$ cat config.mk
export PLATFORM = sky130hd
export DESIGN_NAME = instr_encoder
export DESIGN_NICKNAME = d
export VERILOG_FILES = /design/src/rtl/instr_pkg.sv /design/src/rtl/instr_fifo.sv /design/src/rtl/instr_encoder.sv
export SDC_FILE = /design/constraint.sdc
export NUM_CORES = 1
export LEC_CHECK = 0
export CORE_MARGIN = 1.5
export CORE_UTILIZATION = 50
export CTS_BUF_LIST = sky130_fd_sc_hd__clkbuf_8
export DETAILED_ROUTE_END_ITERATION = 7
export PLACE_DENSITY_LB_ADDON = 0.12
export SKIP_CTS_REPAIR_TIMING = 1
export SLEW_MARGIN = 15
export SYNTH_ARGS = -nofsm -noshare
export SYNTH_HDL_FRONTEND = slang
export SYNTH_SLANG_ARGS = --single-unit
$ cat constraint.sdc
create_clock -name clk -period 6.5 [get_ports clk]
set_input_delay 1.3 -clock clk [delete_from_list [all_inputs] [get_ports clk]]
set_output_delay 1.3 -clock clk [all_outputs]
set_load 0.02 [all_outputs]
$ cat src/rtl/instr_pkg.sv
// Shared instruction-set definitions: request mnemonics, opcode/funct values
// and word field positions used by the encoder and the matching decoder.
package instr_pkg;

  typedef enum logic [4:0] {
    OP_ADD   = 5'd0,  OP_ADDU  = 5'd1,  OP_SUB   = 5'd2,  OP_SUBU  = 5'd3,
    OP_AND   = 5'd4,  OP_OR    = 5'd5,  OP_SLL   = 5'd6,  OP_SRL   = 5'd7,
    OP_SLT   = 5'd8,  OP_JR    = 5'd9,
    OP_ADDI  = 5'd10, OP_ADDIU = 5'd11, OP_SLTI  = 5'd12, OP_SLTIU = 5'd13,
    OP_ANDI  = 5'd14, OP_ORI   = 5'd15,
    OP_BEQ   = 5'd16, OP_BNE   = 5'd17, OP_BGT   = 5'd18, OP_BGTE  = 5'd19,
    OP_BLE   = 5'd20, OP_BLEQ  = 5'd21,
    OP_J     = 5'd22, OP_JAL   = 5'd23, OP_LW    = 5'd24, OP_SW    = 5'd25
  } op_e;

  typedef enum logic [1:0] {FMT_R, FMT_I, FMT_J} fmt_e;

  localparam logic [5:0] OPC_RTYPE = 6'b000000;
  localparam logic [5:0] OPC_ADDI  = 6'b001000;
  localparam logic [5:0] OPC_ADDIU = 6'b001001;
  localparam logic [5:0] OPC_SLTI  = 6'b001010;
  localparam logic [5:0] OPC_SLTIU = 6'b001011;
  localparam logic [5:0] OPC_ANDI  = 6'b001100;
  localparam logic [5:0] OPC_ORI   = 6'b001101;
  localparam logic [5:0] OPC_BEQ   = 6'b011000;
  localparam logic [5:0] OPC_BNE   = 6'b011001;
  localparam logic [5:0] OPC_BGT   = 6'b011010;
  localparam logic [5:0] OPC_BGTE  = 6'b011011;
  localparam logic [5:0] OPC_BLE   = 6'b011100;
  localparam logic [5:0] OPC_BLEQ  = 6'b011110;
  localparam logic [5:0] OPC_J     = 6'b000010;
  localparam logic [5:0] OPC_JAL   = 6'b000011;
  localparam logic [5:0] OPC_LW    = 6'b100011;
  localparam logic [5:0] OPC_SW    = 6'b101011;

  localparam logic [5:0] FN_ADD  = 6'b100000;
  localparam logic [5:0] FN_ADDU = 6'b100001;
  localparam logic [5:0] FN_SUB  = 6'b100010;
  localparam logic [5:0] FN_SUBU = 6'b100011;
  localparam logic [5:0] FN_AND  = 6'b100100;
  localparam logic [5:0] FN_OR   = 6'b100101;
  localparam logic [5:0] FN_SLL  = 6'b000000;
  localparam logic [5:0] FN_SRL  = 6'b000010;
  localparam logic [5:0] FN_SLT  = 6'b101010;
  localparam logic [5:0] FN_JR   = 6'b001000;

  localparam int unsigned OPC_LSB = 26;
  localparam int unsigned RS_LSB  = 21;
  localparam int unsigned RT_LSB  = 16;
  localparam int unsigned RD_LSB  = 11;
  localparam int unsigned SH_LSB  = 6;
  localparam int unsigned FN_LSB  = 0;
  localparam int unsigned IMM_LSB = 0;
  localparam int unsigned TGT_LSB = 0;

endpackage

$ cat src/rtl/instr_fifo.sv
// Word queue with wrapping pointers; read data is forced to zero while empty.
module instr_fifo #(
  parameter int unsigned DEPTH = 4,
  parameter int unsigned WIDTH = 32
) (
  input  logic                       clk,
  input  logic                       rst,
  input  logic                       clr,
  input  logic                       push,
  input  logic [WIDTH-1:0]           wdata,
  input  logic                       pop,
  output logic [WIDTH-1:0]           rdata,
  output logic                       valid,
  output logic                       ready,
  output logic [$clog2(DEPTH):0]     count
);

  localparam int unsigned PW = $clog2(DEPTH);
  localparam int unsigned CW = PW + 1;
  localparam logic [CW-1:0] FULL = CW'(DEPTH);

  logic [WIDTH-1:0] mem_q [DEPTH];
  logic [WIDTH-1:0] mem_d [DEPTH];
  logic [PW-1:0]    wr_ptr_q, wr_ptr_d;
  logic [PW-1:0]    rd_ptr_q, rd_ptr_d;
  logic [CW-1:0]    count_q,  count_d;
  logic             do_push, do_pop;

  assign ready   = (count_q < FULL);
  assign valid   = (count_q != '0);
  assign count   = count_q;
  assign rdata   = valid ? mem_q[rd_ptr_q] : '0;
  // Push is gated on the pre-pop occupancy so a full queue never pushes through.
  assign do_push = push && ready;
  assign do_pop  = pop && valid;

  always_comb begin
    mem_d    = mem_q;
    wr_ptr_d = wr_ptr_q;
    rd_ptr_d = rd_ptr_q;
    count_d  = count_q;
    if (clr) begin
      wr_ptr_d = '0;
      rd_ptr_d = '0;
      count_d  = '0;
    end else begin
      if (do_push) begin
        mem_d[wr_ptr_q] = wdata;
        wr_ptr_d        = wr_ptr_q + PW'(1);
      end
      if (do_pop) begin
        rd_ptr_d = rd_ptr_q + PW'(1);
      end
      case ({do_push, do_pop})
        2'b10:   count_d = count_q + CW'(1);
        2'b01:   count_d = count_q - CW'(1);
        default: count_d = count_q;
      endcase
    end
  end

  always_ff @(posedge clk or posedge rst) begin
    if (rst) begin
      mem_q    <= '{default: '0};
      wr_ptr_q <= '0;
      rd_ptr_q <= '0;
      count_q  <= '0;
    end else begin
      mem_q    <= mem_d;
      wr_ptr_q <= wr_ptr_d;
      rd_ptr_q <= rd_ptr_d;
      count_q  <= count_d;
    end
  end

endmodule

$ cat src/rtl/instr_encoder.sv
// Encodes mnemonic requests into 32-bit instruction words, queues them and
// tags each emitted word with its instruction-memory byte address.
module instr_encoder
  import instr_pkg::*;
#(
  parameter int unsigned DEPTH     = 4,
  parameter logic [31:0] BASE_ADDR = 32'h0
) (
  input  logic                   clk,
  input  logic                   rst,
  input  logic                   flush,
  input  logic                   in_valid,
  output logic                   in_ready,
  input  logic [4:0]             in_op,
  input  logic [4:0]             in_rs,
  input  logic [4:0]             in_rt,
  input  logic [4:0]             in_rd,
  input  logic [4:0]             in_shamt,
  input  logic [15:0]            in_imm,
  input  logic [25:0]            in_target,
  output logic                   out_valid,
  input  logic                   out_ready,
  output logic [31:0]            out_ir,
  output logic [31:0]            out_addr,
  output logic [$clog2(DEPTH):0] count,
  output logic                   err
);

  fmt_e        fmt;
  logic [5:0]  opcode;
  logic [5:0]  funct;
  logic        legal;
  logic        use_rs, use_rt, use_rd, use_sh;
  logic [31:0] enc_ir;
  logic        accept, push, pop;
  logic [31:0] addr_q, addr_d;
  logic        err_q, err_d;

  always_comb begin
    fmt    = FMT_R;
    opcode = OPC_RTYPE;
    funct  = '0;
    legal  = 1'b1;
    use_rs = 1'b1;
    use_rt = 1'b1;
    use_rd = 1'b1;
    use_sh = 1'b0;
    case (in_op)
      OP_ADD:   funct = FN_ADD;
      OP_ADDU:  funct = FN_ADDU;
      OP_SUB:   funct = FN_SUB;
      OP_SUBU:  funct = FN_SUBU;
      OP_AND:   funct = FN_AND;
      OP_OR:    funct = FN_OR;
      OP_SLL:   begin funct = FN_SLL; use_rs = 1'b0; use_sh = 1'b1; end
      OP_SRL:   begin funct = FN_SRL; use_rs = 1'b0; use_sh = 1'b1; end
      OP_SLT:   funct = FN_SLT;
      OP_JR:    begin funct = FN_JR; use_rt = 1'b0; use_rd = 1'b0; end
      OP_ADDI:  begin fmt = FMT_I; opcode = OPC_ADDI;  end
      OP_ADDIU: begin fmt = FMT_I; opcode = OPC_ADDIU; end
      OP_SLTI:  begin fmt = FMT_I; opcode = OPC_SLTI;  end
      OP_SLTIU: begin fmt = FMT_I; opcode = OPC_SLTIU; end
      OP_ANDI:  begin fmt = FMT_I; opcode = OPC_ANDI;  end
      OP_ORI:   begin fmt = FMT_I; opcode = OPC_ORI;   end
      OP_BEQ:   begin fmt = FMT_I; opcode = OPC_BEQ;   end
      OP_BNE:   begin fmt = FMT_I; opcode = OPC_BNE;   end
      OP_BGT:   begin fmt = FMT_I; opcode = OPC_BGT;   end
      OP_BGTE:  begin fmt = FMT_I; opcode = OPC_BGTE;  end
      OP_BLE:   begin fmt = FMT_I; opcode = OPC_BLE;   end
      OP_BLEQ:  begin fmt = FMT_I; opcode = OPC_BLEQ;  end
      OP_LW:    begin fmt = FMT_I; opcode = OPC_LW;    end
      OP_SW:    begin fmt = FMT_I; opcode = OPC_SW;    end
      OP_J:     begin fmt = FMT_J; opcode = OPC_J;     end
      OP_JAL:   begin fmt = FMT_J; opcode = OPC_JAL;   end
      default:  legal = 1'b0;
    endcase
  end

  always_comb begin
    enc_ir = '0;
    enc_ir[OPC_LSB +: 6] = opcode;
    case (fmt)
      FMT_R: begin
        enc_ir[RS_LSB +: 5] = use_rs ? in_rs    : '0;
        enc_ir[RT_LSB +: 5] = use_rt ? in_rt    : '0;
        enc_ir[RD_LSB +: 5] = use_rd ? in_rd    : '0;
        enc_ir[SH_LSB +: 5] = use_sh ? in_shamt : '0;
        enc_ir[FN_LSB +: 6] = funct;
      end
      FMT_I: begin
        enc_ir[RS_LSB  +: 5]  = in_rs;
        enc_ir[RT_LSB  +: 5]  = in_rt;
        enc_ir[IMM_LSB +: 16] = in_imm;
      end
      default: enc_ir[TGT_LSB +: 26] = in_target;
    endcase
  end

  // Illegal requests still complete the handshake; they only raise err.
  assign accept = in_valid && in_ready && !flush;
  assign push   = accept && legal;
  assign pop    = out_valid && out_ready && !flush;

  instr_fifo #(
    .DEPTH(DEPTH),
    .WIDTH(32)
  ) u_fifo (
    .clk  (clk),
    .rst  (rst),
    .clr  (flush),
    .push (push),
    .wdata(enc_ir),
    .pop  (pop),
    .rdata(out_ir),
    .valid(out_valid),
    .ready(in_ready),
    .count(count)
  );

  always_comb begin
    addr_d = addr_q;
    err_d  = err_q;
    if (flush) begin
      addr_d = BASE_ADDR;
      err_d  = 1'b0;
    end else begin
      if (pop)              addr_d = addr_q + 32'd4;
      if (accept && !legal) err_d  = 1'b1;
    end
  end

  always_ff @(posedge clk or posedge rst) begin
    if (rst) begin
      addr_q <= BASE_ADDR;
      err_q  <= 1'b0;
    end else begin
      addr_q <= addr_d;
      err_q  <= err_d;
    end
  end

  assign out_addr = addr_q;
  assign err      = err_q;

endmodule

==> impl_metrics.env, run 1 <==
export IMPL_status="finished clean"
export IMPL_nFillCells=1290
export IMPL_syn_to_final_growth_pct=23.0
export IMPL_grt_start_max_net_pins=113
export IMPL_numPortBuffers=139
export IMPL_clock_latency_ns=0.45
export IMPL_gp_congestion=0.792
export IMPL_ys_types=53
export IMPL_cts_sinks=166
export IMPL_root_buffer="clkbuf_8"
export IMPL_ant_nets=0
export IMPL_cp_required_ns=5.20
export IMPL_timing_worst_slew_pin_value_ns=1.08
export IMPL_yosys_most_used_dff="dfrtp_1"
export IMPL_drc_errors=0
export IMPL_leakage_nw=4.31
export IMPL_vias_per_cell=5.61
export IMPL_rows=47
export IMPL_routed_wl_mm=19.8
export IMPL_dp_slack_ns=2.19
export IMPL_crit_arrival_ns=3.00
export IMPL_setup_viol_count_final=0
export IMPL_hold_viol=0
export IMPL_start_util_pct=50.8
export IMPL_post_dp_hpwl_mm=13.4
export IMPL_skew_ns=0.00599
export IMPL_cts_buffers_inserted=17
export IMPL_die_w_um=132
export IMPL_die_h_um=132
export IMPL_fin_util_pct=62.5
export IMPL_setup_worst_path_class="reg -> out"
export IMPL_hold_class="reg -> reg"
export IMPL_syn_area_um2=8370
export IMPL_wl_met1_mm=8.67
export IMPL_fin_nets=980
export IMPL_rsz0062_at_grt="no"
export IMPL_overflow=0
export IMPL_core_um2=16500
export IMPL_netlist_instances=791
export IMPL_crit_path_max_fanout=18
export IMPL_grt_pass1_wl_mm=32.8
export IMPL_ys_ff_latch=166
export IMPL_cp_cell_sequence="buf_4, mux4_2, nor2b_1, clkdlybuf4s50_1"
export IMPL_dr_pass1_iters=5
export IMPL_drive_gt1_share_pct=14.9
export IMPL_ir_drop_mv=0.180
export IMPL_yosys_top_cells_area="dfrtp_1 50%, mux4_2 8.6%, mux2_2 6.6%"
export IMPL_drv_slew=0
export IMPL_seq_area_frac_synth_pct=49.6
export IMPL_finalCritPeriodShare_pct=66.1
export IMPL_wl_per_cell_um=17.4
export IMPL_timing_final_ws_setup_ns=2.20
export IMPL_cap_viol_max_count=0
export IMPL_synth_edf_count=0
export IMPL_dr_first_iter_drc_count=437
export IMPL_highest_layer="met4"
export IMPL_vias=6373
export IMPL_synth_warnings=0
export IMPL_cpLargestDelayFamily="buffers and inverters"
export IMPL_relSlewSlack_pct=27.7
export IMPL_dr_wl_met2_mm=9.77
export IMPL_critPathLaunchType="flop"
export IMPL_cp_num_buf_inv=2
export IMPL_synthArstFlopShare_pct=100
export IMPL_synth_top_area_share_pct=49.6
export IMPL_cp_end_kind="primary output"
export IMPL_cts_max_level=4
export IMPL_cts_clk_slew_worst_paths_ns=0.08
export IMPL_tritoncts="done"
export IMPL_period_minus_slack_ns=4.30
export IMPL_max_freq_mhz=233
export IMPL_cpMaxStageDelayCell="dfrtp_2"
export IMPL_synth_top_area_cell="dfrtp_1"
export IMPL_grt_pass1_vias=6565
export IMPL_critPathMaxStageDelay_ns=0.80
export IMPL_dr_wl_met3_um=947
export IMPL_powerDensity_nw_per_um2=352
export IMPL_antenna_found_initial=0
export IMPL_grt_usage_pct=23.7
export IMPL_cts_max_path_buffers=2
export IMPL_n_antenna_cell=0
export IMPL_dieArea_um2=17500
export IMPL_ios=142
export IMPL_syn_avg_cell_area_um2=10.6
export IMPL_fin_setup_tns_ns=0
[placed cells by master (no fill, tap or decap), types with 4 or more instances in the layout]
master / n
dfrtp_1: 165
clkdlybuf4s50_1: 139
nand2_1: 123
o21ai_0: 90
mux2_2: 49
nor2_1: 42
nor2b_1: 36
mux4_2: 32
a21oi_1: 24
xnor2_1: 24
clkbuf_8: 22
inv_1: 20
nand3_1: 13
nor3_1: 13
a22oi_1: 11
and3_1: 8
buf_4: 7
o211ai_1: 6
a22o_1: 6
a32oi_1: 6
or3_1: 5
ha_1: 5
nand2b_1: 4
nand2_2: 4
xor2_1: 4
a31oi_1: 4
nand4_1: 4
nor4_2: 4
clkinv_2: 4
[cell usage after synthesis (14+ instances only)]
cell,count
nand2_1,127
dfrtp_1,166
mux2_2,49
a21oi_1,24
inv_1,19
o21ai_0,90
xnor2_1,24
clkbuf_1,43
nor2_1,42
nor2b_1,36
nor3_1,14
mux4_2,32
[worst register-to-register path, stage by stage (launching register included)]
cell,delay [ns]
dfrtp_1,0.49
nor3_4,0.70
buf_4,0.40
nor2b_1,0.15
xnor2_1,0.29
mux2i_1,0.26
nor2_1,0.06
[worst paths after layout]
path                                                end  depth (start not counted)                            from  slack [ns]
setup / recovery                             out_ir[29]                          4  u_fifo.rd_ptr_q[0]$_DFFE_PP0P_        2.20
hold / removal             u_fifo.mem_q[18]$_DFFE_PP0P_                          2    u_fifo.mem_q[18]$_DFFE_PP0P_        0.48
setup reg to reg            u_fifo.count[1]$_DFFE_PP0P_                          6     u_fifo.count[0]$_DFFE_PP0P_        4.02
hold reg to reg            u_fifo.mem_q[18]$_DFFE_PP0P_                          2    u_fifo.mem_q[18]$_DFFE_PP0P_        0.48
max in group asynchronous   u_fifo.mem_q[9]$_DFFE_PP0P_                          3                             rst        3.79
min in group asynchronous      out_addr[22]$_DFFE_PP0N_                          2                             rst        1.46
[layer usage]
metal	vias to the layer above	GRT usage, %
li1	3001	-
met3	31	4.92
met1	3148	30.8
met5	-	0
met4	0	8.24
met2	193	39.7
[registers in the layout, indices dropped and copies added, names as in the netlist]
signal,count
u_fifo.count,3
u_fifo.rd_ptr_q,2
u_fifo.wr_ptr_q,2
out_addr,30
u_fifo.mem_q,128
err,1
[where the power goes]
part,switching (W),internal [W]
logic,0.000628,0.000708
registers,0.000207,0.00133
clock network,0.000360,0.000387
[final cells by class]
class                      count  area [um2]  share of cell area, %
sequential                   166        4160                   40.4
multi-input combinational    552        3930                   38.2
timing repair buffer         146        1440                   14.0
clock buffer                  22         303                   2.94
tap                          220         275                   2.68
clock inverter                10         103                  0.997
inverter                      19        76.3                  0.742
[stage by stage]
step                hold slack (ns)  area (um2)  power, W  std cells
CTS                           0.483       10300   0.00365       1135
global route                  0.498       10300   0.00383       1135
finish                        0.477       10300   0.00362       1135
detailed placement            0.465        9880   0.00290       1103
global placement              0.456        9880   0.00284       1103
floorplan                     0.445        8370   0.00239        792
[cells by family after synthesis]
logic type | Yosys count | synth area share, %
simple gates | 267 | 15.2
flops | 166 | 49.6
compound gates | 164 | 11.8
mux | 83 | 15.4
buf+inv | 74 | 3.65
xor+xnor | 28 | 2.93
fa+ha+maj | 8 | 1.23
other cells | 1 | 0.0448
(Power assumes the default switching activity.)
==> run 2: changes to the inputs <==
==> constraint.sdc (replaced) <==
create_clock -name clk -period 4.22 [get_ports clk]
set_input_delay 0.844 -clock clk [delete_from_list [all_inputs] [get_ports clk]]
set_output_delay 0.844 -clock clk [all_outputs]
set_load 0.02 [all_outputs]
==> run 2 against run 1 <==
Effect of this change:
- design area up 0.97%
- sequential power rose by 53%
- die area stayed put
- non-clock buffer count grew 11
- first-iteration DRC count decreased by 13%
- count of clock-buffer cells in the layout is 1 lower
- hold slack improved by 0.0067 ns
==> impl_metrics.env, run 2 (synthesis results as in run 1) <==
export IMPL_status="finished clean"
export IMPL_leakage_nw=4.37
export IMPL_r2r_cells=6
export IMPL_period_minus_slack_ns=3.64
export IMPL_clock_power_share_pct=21.2
export IMPL_crit_arrival_ns=2.80
export IMPL_drc_errors=0
export IMPL_dieArea_um2=17500
export IMPL_cap_viol_max_count=0
export IMPL_antenna_found_initial=0
export IMPL_timing_worst_slew_pin_value_ns=0.849
export IMPL_grt_pass1_vias=6568
export IMPL_reg2reg_slack_ns=1.91
export IMPL_layout_commonest_cell="dfrtp_1"
export IMPL_powerDensity_nw_per_um2=544
export IMPL_numPortBuffers=139
export IMPL_layout_cells_non_filler=1145
export IMPL_clock_latency_ns=0.46
export IMPL_cp_end_kind="primary output"
export IMPL_ant_nets=0
export IMPL_rsz0062_at_grt="no"
export IMPL_setup_viol_count_final=0
export IMPL_grt_pass1_wl_mm=33.6
export IMPL_cp_required_ns=3.38
export IMPL_whs_ns=0.484
export IMPL_die_w_um=132
export IMPL_cts_max_level=4
export IMPL_vias_per_cell=5.65
export IMPL_routed_wl_mm=20.2
export IMPL_pwr_share_seq_pct=41.7
export IMPL_cts_buffers_inserted=17
export IMPL_layout_common_cells="165 x dfrtp_1, 139 x clkdlybuf4s50_1, 123 x nand2_1, 90 x o21ai_0, 49 x mux2_2"
export IMPL_swShare_pct=32.8
export IMPL_reg2reg_from="u_fifo.count[2]$_DFFE_PP0P_"
export IMPL_start_util_pct=50.8
export IMPL_overflow=0
export IMPL_root_buffer="clkbuf_8"
export IMPL_hold_viol=0
export IMPL_drv_slew=0
export IMPL_rows=47
export IMPL_max_freq_mhz=275
export IMPL_vias=6472
export IMPL_grt_usage_pct=24.3
export IMPL_dr_pass1_iters=5
export IMPL_ir_drop_mv=0.274
export IMPL_gp_congestion=0.795
export IMPL_finalCritPeriodShare_pct=86.3
export IMPL_cp_cell_sequence="buf_4, mux4_2, nor2b_1, clkdlybuf4s50_1"
export IMPL_crit_path_end="out_ir[8]"
export IMPL_skew_ns=0.0104
export IMPL_core_um2=16500
export IMPL_relSlewSlack_pct=43.2
export IMPL_power_frac_comb_pct=37.1
export IMPL_post_dp_hpwl_mm=14.1
export IMPL_die_h_um=132
export IMPL_largest_reg_flops=128
export IMPL_critPathMaxStageDelay_ns=0.70
export IMPL_r2r_end="u_fifo.mem_q[22]$_DFFE_PP0P_"
export IMPL_grt_start_max_net_pins=52
export IMPL_ios=142
export IMPL_finalPower_w=0.00565
export IMPL_cts_clk_slew_worst_paths_ns=0.09
export IMPL_crit_start="u_fifo.rd_ptr_q[0]$_DFFE_PP0P_"
export IMPL_crit_path_max_fanout=15
export IMPL_fin_util_pct=63.1
export IMPL_n_antenna_cell=0
export IMPL_hold_depth=2
export IMPL_setup_worst_path_class="reg -> out"
export IMPL_cts_max_path_buffers=2
export IMPL_dr_first_iter_drc_count=382
export IMPL_hold_class="reg -> reg"
export IMPL_critPathLaunchType="flop"
export IMPL_tritoncts="done"
export IMPL_drive_gt1_share_pct=15.8
export IMPL_cpMaxStageDelayCell="dfrtp_2"
export IMPL_power_switching_w=0.00186
export IMPL_regMostFlops="u_fifo.mem_q"
export IMPL_syn_to_final_growth_pct=24.2
export IMPL_place_inst=1114
export IMPL_fin_nets=991
export IMPL_intPower_w=0.00380
export IMPL_wl_per_cell_um=17.6
export IMPL_cts_sinks=166
export IMPL_fin_setup_tns_ns=0
==> run 2: cell count changes in the layout (fill, tap and decap cells not counted) <==
| cell | change |
|---|---|
| buf_4 | +10 |
| bufinv_16 | +1 |
| buf_12 | +1 |
| clkbuf_8 | -1 |
| clkinv_2 | -1 |
| nor3_4 | -1 |
| nor3_2 | +1 |
| clkinv_4 | +1 |
| inv_6 | -1 |
==> run 2: stage by stage <==
| step | setup WS (ns) | cell area, um2 |
|---|---|---|
| 6_report | 0.580 | 10400 |
| 5_1_grt | 0.413 | 10400 |
| 3_3_place_gp | 1.00 | 9970 |
| 3_5_place_dp | 0.898 | 9970 |
| 2_1_floorplan | 1.26 | 8370 |
| 4_1_cts | 0.499 | 10400 |
==> run 2: power groups by stage <==
stage | registers (W) | logic [W] | clock network [W]
after floorplan | 0.00227 | 0.00141 | 0
after global placement | 0.00234 | 0.00206 | 0
after detailed placement | 0.00238 | 0.00211 | 0
after CTS | 0.00235 | 0.00213 | 0.00123
after global routing | 0.00241 | 0.00229 | 0.00129
final | 0.00236 | 0.00210 | 0.00120
==> run 2: cell type report <==
type / instances / area (um2)
clock buffers: 21 / 289
clock inverters: 10 / 129
fillers: 1335 / 6080
inverters: 19 / 75.1
multi-input cells: 552 / 3930
flip-flops and latches: 166 / 4160
well taps: 220 / 275
repair buffers: 157 / 1540
==> run 2: metal layers <==
layer	part of all wire [%]	wire (um)	global-route usage [%]	up-vias
met5	0	0	0	-
met3	4.0	815	4.77	16
met2	51	10200	40.8	180
met4	1.1	229	6.84	0
met1	44	8910	32.4	3257
li1	-	-	-	3019
==> run 2: critical path: cells and delay by family, from the launching register on <==
family / cells / cell delay, ns
buf+inv: 2 / 0.91
flops: 1 / 0.70
mux: 1 / 0.55
simple gates: 1 / 0.16
==> run 2: worst min path at each step <==
| stage | from | slack (ns) | end |
|---|---|---|---|
| 2_1_floorplan | u_fifo.mem_q[32]$_DFFE_PP0P_ | 0.44 | u_fifo.mem_q[32]$_DFFE_PP0P_ |
| 3_3_place_gp | u_fifo.mem_q[89]$_DFFE_PP0P_ | 0.46 | u_fifo.mem_q[89]$_DFFE_PP0P_ |
| 3_5_place_dp | u_fifo.mem_q[61]$_DFFE_PP0P_ | 0.47 | u_fifo.mem_q[61]$_DFFE_PP0P_ |
| 4_1_cts | u_fifo.mem_q[61]$_DFFE_PP0P_ | 0.48 | u_fifo.mem_q[61]$_DFFE_PP0P_ |
| 5_1_grt | u_fifo.mem_q[87]$_DFFE_PP0P_ | 0.51 | u_fifo.mem_q[87]$_DFFE_PP0P_ |
| 6_report | u_fifo.mem_q[29]$_DFFE_PP0P_ | 0.48 | u_fifo.mem_q[29]$_DFFE_PP0P_ |
==> run 3: changes to the inputs <==
--- a/config.mk
+++ b/config.mk
@@ -5,7 +5,6 @@
 export SDC_FILE = /design/constraint.sdc
 export NUM_CORES = 1
 export LEC_CHECK = 0
-export CORE_MARGIN = 1.5
 export CORE_UTILIZATION = 50
 export CTS_BUF_LIST = sky130_fd_sc_hd__clkbuf_8
 export DETAILED_ROUTE_END_ITERATION = 7
==> constraint.sdc (replaced) <==
create_clock -name clk -period 4.6 [get_ports clk]
set_input_delay 0.92 -clock clk [delete_from_list [all_inputs] [get_ports clk]]
set_output_delay 0.92 -clock clk [all_outputs]
set_load 0.02 [all_outputs]
==> run 3 against run 2 <==
Effect of this change:
- sequential power shrank 8%
- via count grew 0.97%
- die area shrank 1.5%
- highest routed layer unchanged
- register-to-register slack gained 0.25 ns
- clock power shrank 17%
- power shrank 10%
- clock skew grew 0.0022 ns
- critical path depth is the same
- combinational power shrank 9%
- global-route usage grew 1.3 points
- cell count shrank 0.61%
- design area shrank 0.71%
==> impl_metrics.env, run 3 (synthesis results as in run 1) <==
export IMPL_overflow=0
export IMPL_grt_pass1_vias=6484
export IMPL_finalCritPeriodShare_pct=80.8
export IMPL_fin_nets=987
export IMPL_grt_start_max_net_pins=140
export IMPL_fin_util_pct=64.0
export IMPL_vias_per_cell=5.74
export IMPL_grt_pass1_wl_mm=34.5
export IMPL_largest_reg_flops=128
export IMPL_cts_buffers_inserted=17
export IMPL_ant_nets=0
export IMPL_cts_sinks=166
export IMPL_dr_pass1_iters=5
export IMPL_rsz0062_at_grt="no"
export IMPL_layout_commonest_cell="dfrtp_1"
export IMPL_status="finished clean"
export IMPL_relSlewSlack_pct=29.3
export IMPL_n_antenna_cell=0
export IMPL_cts_max_path_buffers=2
export IMPL_core_um2=16100
export IMPL_dieArea_um2=17300
export IMPL_drc_errors=0
export IMPL_hold_class="reg -> reg"
export IMPL_dr_first_iter_drc_count=445
export IMPL_wl_per_cell_um=18.5
export IMPL_start_util_pct=51.9
export IMPL_root_buffer="clkbuf_8"
export IMPL_powerDensity_nw_per_um2=492
export IMPL_nFillCells=1288
export IMPL_cp_required_ns=3.68
export IMPL_critPathLaunchType="flop"
export IMPL_setup_worst_path_class="reg -> out"
export IMPL_vias=6535
export IMPL_cp_end_kind="primary output"
export IMPL_cts_clk_slew_worst_paths_ns=0.09
export IMPL_crit_arrival_ns=2.79
export IMPL_syn_to_final_growth_pct=23.3
export IMPL_cap_viol_max_count=0
export IMPL_crit_path_max_fanout=13
export IMPL_numPortBuffers=139
export IMPL_setup_viol_count_final=0
export IMPL_layout_common_cells="165 x dfrtp_1, 139 x clkdlybuf4s50_1, 123 x nand2_1, 90 x o21ai_0, 49 x mux2_2"
export IMPL_cp_cell_sequence="buf_4, mux4_2, nor2b_1, clkdlybuf4s50_1"
export IMPL_ios=142
export IMPL_drv_slew=0
export IMPL_clock_latency_ns=0.46
export IMPL_ir_drop_mv=0.285
export IMPL_antenna_found_initial=0
export IMPL_cpMaxStageDelayCell="dfrtp_2"
export IMPL_routed_wl_mm=21.0
export IMPL_gp_congestion=0.824
export IMPL_max_freq_mhz=269
export IMPL_grt_usage_pct=25.6
export IMPL_whs_ns=0.481
export IMPL_die_w_um=131
export IMPL_post_dp_hpwl_mm=14.3
export IMPL_timing_worst_slew_pin_value_ns=1.06
export IMPL_fin_setup_tns_ns=0
export IMPL_cts_max_level=4
export IMPL_drive_gt1_share_pct=15.5
export IMPL_skew_ns=0.0126
export IMPL_tritoncts="done"
export IMPL_rows=46
export IMPL_critPathMaxStageDelay_ns=0.68
export IMPL_regMostFlops="u_fifo.mem_q"
export IMPL_hold_viol=0
export IMPL_leakage_nw=4.32
export IMPL_period_minus_slack_ns=3.71
export IMPL_die_h_um=131
-- run 3: cell types whose count changed in the layout (fill, tap and decap cells not counted) --
| cell | delta |
|---|---|
| clkinv_2 | -1 |
| buf_4 | -4 |
| clkinvlp_4 | +3 |
| bufinv_16 | -2 |
| clkbuf_8 | -1 |
| inv_6 | +2 |
-- run 3: final cells by class --
class	count	area, um2	share of cell area, %
clock buffers	20	275	2.67
clock inverters	12	104	1.01
inverters	19	75.1	0.728
multi-input cells	552	3930	38.1
flip-flops and latches	166	4160	40.3
well taps	216	270	2.62
repair buffers	153	1510	14.6
-- run 3: critical path: cells and delay by family (launching register included) --
kind | cells | cell delay, ns
buffers and inverters | 2 | 0.94
DFF | 1 | 0.68
muxes | 1 | 0.54
and+or+nand+nor | 1 | 0.17
-- run 3: per-layer routing --
metal  track usage (%)  wire [um]  vias up  part of all wire [%]
met5                 0          0        -                     0
met1              33.8       9090     3289                    43
met4              7.69        330        0                   1.6
li1                  -          -     3011                     -
met2              42.5      10400      211                    50
met3              5.48       1180       24                   5.6
-- run 3: worst paths after layout --
kind                                                 from                             to  slack, ns  depth (start not counted)
max                        u_fifo.rd_ptr_q[0]$_DFFE_PP0P_                     out_ir[14]       0.89                          4
max in group asynchronous                             rst   u_fifo.mem_q[81]$_DFFE_PP0P_       2.57                          3
min in group asynchronous                             rst       out_addr[13]$_DFFE_PP0N_       0.89                          2
min reg2reg                 u_fifo.mem_q[127]$_DFFE_PP0P_  u_fifo.mem_q[127]$_DFFE_PP0P_       0.48                          2
max reg2reg                   u_fifo.count[2]$_DFFE_PP0P_    u_fifo.mem_q[1]$_DFFE_PP0P_       2.16                          4
min                         u_fifo.mem_q[127]$_DFFE_PP0P_  u_fifo.mem_q[127]$_DFFE_PP0P_       0.48                          2
-- run 3: report_power, final --
part	internal, W	total, W	switching (W)
combinational	0.00101	0.00191	0.000900
sequential	0.00188	0.00217	0.000288
clock	0.000469	0.00100	0.000532
total	0.00336	0.00508	0.00172
-- run 3: per-stage QoR --
| step | total power (W) | setup WS, ns | std cells | instance area (um2) |
|---|---|---|---|---|
| finish | 0.00508 | 0.885 | 1138 | 10300 |
| global route | 0.00539 | 0.729 | 1138 | 10300 |
| CTS | 0.00513 | 0.815 | 1138 | 10300 |
| detailed placement | 0.00411 | 1.07 | 1106 | 9940 |
| global placement | 0.00402 | 1.13 | 1106 | 9940 |
| floorplan | 0.00338 | 1.57 | 792 | 8370 |
